===== config.mk =====
export PLATFORM = sky130hd
export DESIGN_NAME = mem_net_arbiter
export DESIGN_NICKNAME = d
export VERILOG_FILES = /design/src/rtl/mem_net_arbiter.sv
export SDC_FILE = /design/constraint.sdc
export NUM_CORES = 1
export LEC_CHECK = 0
export ABC_AREA = 1
export BUFFER_PORTS_ARGS = -buffer_cell sky130_fd_sc_hd__clkbuf_2
export CAP_MARGIN = 20
export CORE_AREA = 2 2 136 138
export DETAILED_ROUTE_END_ITERATION = 12
export DIE_AREA = 0 0 138 140
export HOLD_SLACK_MARGIN = 0.1
export REMOVE_ABC_BUFFERS = 1
export SLEW_MARGIN = 40
export SYNTH_ARGS = -nofsm -noshare
export SYNTH_HDL_FRONTEND = slang
export SYNTH_SLANG_ARGS = --single-unit

===== constraint.sdc =====
create_clock -name clk -period 2.1 [get_ports clk]
set_clock_uncertainty 0.05 [all_clocks]
set_input_delay 0.42 -clock clk [delete_from_list [all_inputs] [get_ports clk]]
set_output_delay 0.42 -clock clk [all_outputs]
set_load 0.02 [all_outputs]

===== src/rtl/mem_net_arbiter.sv =====
// Round-robin arbiter sharing one downstream memory request/response channel among
// NUM_REQ requesters; an in-flight ID FIFO steers in-order responses back to the issuer.
`timescale 1ns/1ps
module mem_net_arbiter #(
  parameter int NUM_REQ  = 2,
  parameter int REQ_W    = 81,
  parameter int RESP_W   = 48,
  parameter int MAX_INFL = 4
) (
  input  logic                       clk,
  input  logic                       rst_n,
  input  logic [NUM_REQ-1:0]         req_val,
  output logic [NUM_REQ-1:0]         req_rdy,
  input  logic [NUM_REQ*REQ_W-1:0]   req_msg,
  output logic                       mem_val,
  input  logic                       mem_rdy,
  output logic [REQ_W-1:0]           mem_msg,
  input  logic                       mresp_val,
  output logic                       mresp_rdy,
  input  logic [RESP_W-1:0]          mresp_msg,
  output logic [NUM_REQ-1:0]         resp_val,
  input  logic [NUM_REQ-1:0]         resp_rdy,
  output logic [RESP_W-1:0]          resp_msg,
  output logic                       err
);

  localparam int ID_W  = $clog2(NUM_REQ);
  localparam int PTR_W = (MAX_INFL > 1) ? $clog2(MAX_INFL) : 1;
  localparam int CNT_W = $clog2(MAX_INFL) + 1;

  typedef logic [ID_W-1:0] id_t;
  typedef enum logic {ST_ARB, ST_HOLD} state_e;

  state_e           state_q, state_d;
  id_t              ptr_q, ptr_d;
  id_t              lock_q, lock_d;
  logic [PTR_W-1:0] wr_ptr_q, wr_ptr_d;
  logic [PTR_W-1:0] rd_ptr_q, rd_ptr_d;
  logic [CNT_W-1:0] count_q, count_d;
  logic             err_q, err_d;
  id_t              fifo_mem [MAX_INFL];

  logic full, empty, any_val, arb_found, push, pop;
  id_t  arb_grant, grant, head;

  function automatic id_t rr_index(input id_t base, input int off);
    int s;
    s = int'(base) + off;
    if (s >= NUM_REQ) s = s - NUM_REQ;
    return id_t'(s);
  endfunction

  // Full is taken from the registered count only, so a same-cycle response pop
  // never feeds back into the request path.
  assign full  = (count_q == CNT_W'(MAX_INFL));
  assign empty = (count_q == '0);
  assign head  = fifo_mem[rd_ptr_q];

  // NOTE: every always_comb output gets a default before any branch, so no latch is inferred.
  always_comb begin
    arb_grant = ptr_q;
    arb_found = 1'b0;
    for (int i = 0; i < NUM_REQ; i++) begin
      if (!arb_found && req_val[rr_index(ptr_q, i)]) begin
        arb_grant = rr_index(ptr_q, i);
        arb_found = 1'b1;
      end
    end
  end

  // A stalled grant is locked so mem_msg stays stable until the transfer completes.
  assign grant   = (state_q == ST_HOLD) ? lock_q : arb_grant;
  assign any_val = (state_q == ST_HOLD) ? req_val[lock_q] : arb_found;
  assign mem_msg = req_msg[int'(grant)*REQ_W +: REQ_W];
  assign resp_msg = mresp_msg;
  assign err      = err_q;

  always_comb begin
    req_rdy        = '0;
    req_rdy[grant] = rst_n & mem_rdy & ~full;
    mem_val        = rst_n & any_val & ~full;
    resp_val       = '0;
    resp_val[head] = rst_n & mresp_val & ~empty;
    mresp_rdy      = rst_n & resp_rdy[head] & ~empty;
  end

  assign push = mem_val & mem_rdy;
  assign pop  = mresp_val & mresp_rdy;

  always_comb begin
    state_d  = state_q;
    ptr_d    = ptr_q;
    lock_d   = lock_q;
    err_d    = err_q;
    wr_ptr_d = wr_ptr_q;
    rd_ptr_d = rd_ptr_q;
    count_d  = count_q;

    unique case (state_q)
      ST_ARB: begin
        if (mem_val && !mem_rdy) begin
          state_d = ST_HOLD;
          lock_d  = grant;
        end
      end
      ST_HOLD: begin
        if (push) begin
          state_d = ST_ARB;
        end else if (!req_val[lock_q]) begin
          state_d = ST_ARB;
          err_d   = 1'b1;
        end
      end
      default: state_d = ST_ARB;
    endcase

    if (push) begin
      ptr_d    = (grant == id_t'(NUM_REQ - 1)) ? '0 : grant + id_t'(1);
      wr_ptr_d = wr_ptr_q + PTR_W'(1);
    end
    if (pop) rd_ptr_d = rd_ptr_q + PTR_W'(1);

    case ({push, pop})
      2'b10:   count_d = count_q + CNT_W'(1);
      2'b01:   count_d = count_q - CNT_W'(1);
      default: count_d = count_q;
    endcase

    if (mresp_val && empty) err_d = 1'b1;
  end

  // NOTE: sequential state uses non-blocking assignments so all flops update from pre-edge values.
  always_ff @(posedge clk or negedge rst_n) begin
    if (!rst_n) begin
      state_q  <= ST_ARB;
      ptr_q    <= '0;
      lock_q   <= '0;
      err_q    <= 1'b0;
      wr_ptr_q <= '0;
      rd_ptr_q <= '0;
      count_q  <= '0;
    end else begin
      state_q  <= state_d;
      ptr_q    <= ptr_d;
      lock_q   <= lock_d;
      err_q    <= err_d;
      wr_ptr_q <= wr_ptr_d;
      rd_ptr_q <= rd_ptr_d;
      count_q  <= count_d;
    end
  end

  // NOTE: the ID storage has no reset; count_q alone decides which entries are live.
  always_ff @(posedge clk) begin
    if (push) fifo_mem[wr_ptr_q] <= grant;
  end

endmodule


==> results of run 1 <==
## logic make-up after synthesis
| kind of cell | Yosys count | share of synthesized area (%) |
|---|---|---|
| and+or+nand+nor | 309 | 51.7 |
| buffers and inverters | 86 | 25.2 |
| DFF | 15 | 17.1 |
| AOI/OAI and AO/OA | 6 | 1.30 |
| adders and majority gates | 6 | 3.56 |
| xor gates and xnor gates | 3 | 1.13 |
## metal layers
| layer | vias up | global-route usage (%) | part of all wire, % |
|---|---|---|---|
| met5 | - | 8.02 | 1.3 |
| met4 | 4 | 1.40 | 0.96 |
| met3 | 17 | 10.2 | 15 |
| met2 | 243 | 17.4 | 43 |
| met1 | 1588 | 13.6 | 40 |
| li1 | 1700 | - | - |
## state kept, by name, summed over array words and instances, names as in the netlist
signal    flops
rd_ptr_q      2
lock_q        1
ptr_q         1
state_q       1
err           1
wr_ptr_q      2
fifo_mem      4
count_q       3
## worst max path at each step
stage	from	end
3_3_place_gp	req_val[1]	count_q[2]
4_1_cts	ptr_q	mem_msg[79]
3_5_place_dp	req_val[1]	count_q[2]
5_1_grt	ptr_q	mem_msg[14]
2_1_floorplan	req_val[1]	req_rdy[1]
6_report	ptr_q	mem_msg[61]
## layout by cell type, fill, tap and decap left out, types with 2 or more instances in the layout
cell and n:
buf_8 2, nand2_4 12, xor2_1 2, o21ai_1 2, nand2_2 46, nor2_2 3
nand2_1 221, dfrtp_1 10, clkbuf_2 205, inv_1 17, buf_12 5, buf_4 31
nand3_2 3, ha_1 5, o21ai_0 2, buf_16 3, buf_2 2, edfxtp_1 4
clkbuf_16 13, buf_6 43, nand3_1 8, nor2_1 11, inv_2 2
## what timing repair did
item,in CTS,in global routing
endpoints found under the setup margin,34,83
pin swaps,0,15
setup buffers,0,5
cloned,0,19
gates resized for setup,9,222
## worst max-delay path, delay by kind of cell, from the launching register on
kind | cells | cell delay (ns)
flip-flops | 1 | 0.39
buffers and inverters | 3 | 0.46
AND/OR/NAND/NOR | 6 | 0.56
## final cells by class
| cell class | instances | area share, % |
|---|---|---|
| clock buffers | 4 | 1.69 |
| inverters | 20 | 1.88 |
| multi-input cells | 324 | 33.9 |
| flip-flops and latches | 15 | 8.53 |
| well taps | 229 | 6.16 |
| repair buffers | 301 | 47.6 |
| repair inverters | 1 | 0.188 |
## where the power goes
| group | switching [mW] | internal (mW) | total, mW |
|---|---|---|---|
| clock network | 0.120 | 0.258 | 0.377 |
| logic | 3.42 | 2.78 | 6.20 |
| registers | 0.0918 | 0.418 | 0.510 |
| total | 3.63 | 3.46 | 7.09 |
==> results by group, run 1 <==
Yosys
  – Synth top area cells: nand2_1, buf_4, dfrtp_1
  – Synth area leader: nand2_1
  – Post-Syn Instances: 425
  – Top-area cell type share of the netlist area: 44.9%
  – Synth Flop Type: dfrtp_1
  – Synth unique cells: 23
  – Most frequent cell after synthesis: nand2_1
  – Flops & latches, synth: 15
  – Synth warnings: 0
  – Synth Area per Inst: 5.45 µm²
  – Sequential area share after synthesis: 17.1%
  – Post-synth EDFFs: 4
  – Synth Cell Area: 2320 µm²
  – Async S/R FF share, synth: 73.3%
  – Post-synth top cells: nand2_1, buf_4, inv_1

Timing
  – Worst setup margin: -0.0505 ns
  – Headroom to the max-slew limit: 82.5%
  – Final Critical Period: 2.15 ns
  – Slew Limit Fails: 0
  – Tightest Pin Transition: 0.260 ns
  – F_max: 0.465 GHz
  – Final TNS setup: -0.209 ns
  – Final worst path period share: 102%
  – RSZ-0062 raised after global routing: true
  – Final-report setup violation count: 15
  – Worst Hold Slack: 0.171 ns
  – Endpoints failing hold: 0

Cells and area
  – Layout Utilization: 26.2%
  – Fin area: 4650 µm²
  – Nets: 890
  – Fill cells: 2002
  – Layout Cells excl Fill: 894
  – Diodes inserted: 0
  – Layout cell share with drive strength beyond 1: 56.8%
  – Multi-input gate area: 1580 µm²
  – Layout area overhead: 101%
  – Register area: 397 µm²

Clock tree
  – CTS tree: built
  – H-tree depth: 1
  – Cts-stage hold buffer count: 0
  – CTS Root Cell: clkbuf_16
  – CTS buffer count: 3
  – CTS sink count: 15
  – Clk Latency, worst-skew pair: 0.25 ns
  – Clk slew on worst S/H paths: 0.05 ns
  – CTS max path bufs: 2

GRT
  – Number of global-route vias before repair: 3224
  – Gr usage total: 12.1%
  – Global-route wire length before repair: 18100 µm
  – Global route overflow: 0
  – Initial antenna violation count: 0
  – Largest net degree at the start of global routing: 53

Floorplanning
  – Initial core utilization: 13.0%
  – Rows: 49
  – Die area: 19300 µm²
  – Core box area: 17800 µm²
  – Die X: 138 µm
  – Ports: 354
  – Die Height: 140 µm

Status
  – Failing checks: negative setup slack
  – Status: complete, but fails checks

Power
  – Power per standard cell area: 1520 nW/µm²
  – Pleak: 2.81 nW
  – Overall power: 7.09 mW
  – Maximum vdd drop: 0.606 mV

Critical path
  – Startpoint Class: register
  – Maximum fanout along the worst path: 13
  – Required time worst endpoint: 1.63 ns
  – Arr. time, crit path: 1.68 ns
  – Crit path largest cell delay: 0.39 ns
  – Reg2reg start: rd_ptr_q[0]
  – Reg2reg setup slack: 0.13 ns
  – Reg2Reg Depth: 13
  – Critical path class: register to output port
  – CP dominant cell by count: nand2_1
  – Slowest library cell on the worst path: dfrtp_1
  – CP endpoint kind: output port
  – Ordered cell list for the critical path: nor2_1 > nor2_2 > nand2_2 > nand2_8 > buf_12 > buf_16 > nand2_1 > nand2_1 > buf_4
  – Reg2reg end: count_q[2]

Drt
  – Initial DRC count: 113
  – ANT nets after route: 0
  – DRC Markers: 0
  – Average wire per standard cell: 17.9 µm
  – DR vias: 3552
  – Vias/cell: 3.97
  – TritonRoute pass-1 iters: 4
  – Final wirelength: 16000 µm

Placement
  – Dpl ws: -0.0891 ns
  – Hpwl dp: 10800 µm
  – Post-Place Cells: 866
  – Port Buffers: 257
  – DP Area: 3590 µm²
  – Placer congestion estimate: 0.831

Hold path
  – Hold crit path type: input pin to async pin

Job
  – Max-cap violation count: 0
Power figures use the tool's default switching activity.
==> inputs of run 2 (changes only) <==
==> constraint.sdc (replaced) <==
create_clock -name clk -period 2.22 [get_ports clk]
set_clock_uncertainty 0.05 [all_clocks]
set_input_delay 0.444 -clock clk [delete_from_list [all_inputs] [get_ports clk]]
set_output_delay 0.444 -clock clk [all_outputs]
set_load 0.02 [all_outputs]
==> run 2 against run 1 <==
- the flow now finishes without violations
- critical path depth unchanged
- clock power decreased by 7.2%
- die area unchanged
- non-clock buffer count decreased by 27
- largest cell class unchanged
- largest power group unchanged
- highest routed layer unchanged
==> results by group, run 2 (synthesized netlist as in run 1, its figures left out) <==
Cells and area
  – Biggest regs: fifo_mem (4), count_q (3)
  – Nets: 862 (-3.1%)
  – Multi-input gate area: 1360 µm² (-14%)
  – Layout Cells excl Fill: 866 (-3.1%)
  – Top reg by flops: fifo_mem
  – Most frequent cells in the layout: nand2_1, clkbuf_2, inv_1
  – Fill cells: 2063 (+3.0%)
  – Layout area overhead: 59.8%
  – Commonest non-fill, non-tap cell in the layout: nand2_1
  – Layout Utilization: 20.8% (-5.3 points)
  – Layout cell share with drive strength beyond 1: 45.4% (-11 points)
  – Register area: 395 µm² (-0.32%)
  – Diodes inserted: 0 (unchanged)
  – Max reg flops: 4 (unchanged)

Timing
  – Headroom to the max-slew limit: 82.9% (+0.37 points)
  – Final-report setup violation count: 0 (-15)
  – RSZ-0062 raised after global routing: true
  – Final TNS setup: 0 ns (+0.209 ns)
  – Tightest Pin Transition: 0.255 ns (-0.00544 ns)
  – Final worst path period share: 96.1%
  – Slew Limit Fails: 0 (unchanged)
  – Endpoints failing hold: 0 (unchanged)
  – Final Critical Period: 2.13 ns
  – F_max: 0.469 GHz

Critical path
  – Reg2reg setup slack: 0.18 ns (+0.05 ns)
  – Required time worst endpoint: 1.73 ns (+0.10 ns)
  – Reg2reg end: count_q[2]
  – CP endpoint kind: output port
  – Critical path class: register to output port
  – Reg2Reg Depth: 13 (unchanged)
  – Arr. time, crit path: 1.64 ns (-0.04 ns)
  – Startpoint Class: register
  – Maximum fanout along the worst path: 21 (+8)
  – Crit path from: ptr_q
  – Reg2reg start: rd_ptr_q[0]

Power
  – Power per standard cell area: 1270 nW/µm² (-17%)
  – Maximum vdd drop: 0.582 mV (-4.0%)
  – Pleak: 2.41 nW (-14%)

Clock tree
  – CTS sink count: 15 (unchanged)
  – CTS tree: built
  – Post-CTS Setup Repair Bufs: 0 (unchanged)
  – Clk slew on worst S/H paths: 0.05 ns (about the same)
  – Cts-stage hold buffer count: 0 (unchanged)
  – CTS max path bufs: 2 (unchanged)
  – H-tree depth: 1 (unchanged)
  – CTS buffer count: 3 (unchanged)
  – CTS Root Cell: clkbuf_16
  – Clk Latency, worst-skew pair: 0.24 ns (about the same)

Floorplanning
  – Core box area: 17800 µm² (unchanged)
  – Ports: 354 (unchanged)
  – Initial core utilization: 13.0% (unchanged)
  – Rows: 49 (unchanged)
  – Die Height: 140 µm (unchanged)
  – Die X: 138 µm (unchanged)
  – Die area: 19300 µm² (unchanged)

Status
  – Status: complete, no violations

Drt
  – Average wire per standard cell: 14.9 µm (-17%)
  – Final wirelength: 12900 µm (-20%)
  – TritonRoute pass-1 iters: 4 (unchanged)
  – Vias/cell: 3.75 (-5.6%)
  – DRC Markers: 0 (unchanged)
  – Initial DRC count: 132 (+17%)
  – DR vias: 3248 (-8.6%)
  – ANT nets after route: 0 (unchanged)

Placement
  – Post-Place Cells: 860 (-0.69%)
  – Port Buffers: 257 (unchanged)
  – Placer congestion estimate: 0.846 (+1.8%)
  – Hpwl dp: 10800 µm (about the same)

GRT
  – Number of global-route vias before repair: 3096 (-4.0%)
  – Gr usage total: 12.0% (-0.086 points)
  – Global route overflow: 0 (unchanged)
  – Largest net degree at the start of global routing: 53 (unchanged)
  – Global-route wire length before repair: 17900 µm (-0.84%)
  – Initial antenna violation count: 0 (unchanged)

Job
  – Max-cap violation count: 0 (unchanged)

Hold path
  – Hold crit path type: input pin to async pin
==> run 2: power breakdown <==
group / switching [mW] / leakage, nW / internal, mW
Sequential: 0.0915 / 0.168 / 0.394
Combinational: 2.51 / 2.21 / 1.34
Clock: 0.107 / 0.0382 / 0.243
==> run 2: worst max-delay path: stages, from the launching register on <==
cell and delay (ns):
dfrtp_1 0.40, nor2_1 0.12, nor2_2 0.04, nand2_1 0.09
nand2_4 0.10, inv_6 0.12, buf_12 0.17, nand2_1 0.06
nand2_1 0.10, clkbuf_2 0.18
==> run 2: routing by layer <==
layer,GRT usage [%],wire length (µm)
met3,10.3,2220
met5,8.02,205
met4,0.913,71
met2,17.5,5310
met1,13.3,5080
==> run 2: how the worst max path moves through the flow <==
stage,end,slack (ns),depth (start not counted)
after floorplan,req_rdy[1],-0.77,6
after global placement,count_q[2],0.01,11
after detailed placement,count_q[2],0.0008,11
after CTS,count_q[2],0.04,13
after global routing,mem_msg[50],-0.003,9
final,mem_msg[41],0.09,9
==> run 2: stage by stage <==
step	hold slack (ns)	power (mW)	cell area [µm²]	setup WS [ns]
2_1_floorplan	0.0984	2.73	1810	-0.772
3_3_place_gp	0.415	4.15	3550	0.0126
3_5_place_dp	0.435	4.18	3550	0.000764
4_1_cts	0.201	4.55	3630	0.0358
5_1_grt	0.219	5.15	3700	-0.00275
6_report	0.196	4.69	3700	0.0867
==> run 2: repair_timing <==
action,CTS,global route
setup endpoints to repair,0,16
endpoints found under the hold margin,0,0
gates resized for setup,0,9
==> run 2: area by class of cell <==
type	instances	area share, %
Clock buffer	4	2.13
Inverter	20	2.16
Multi-Input combinational cell	324	36.6
Sequential cell	15	10.7
Tap cell	229	7.74
Timing Repair Buffer	274	40.7
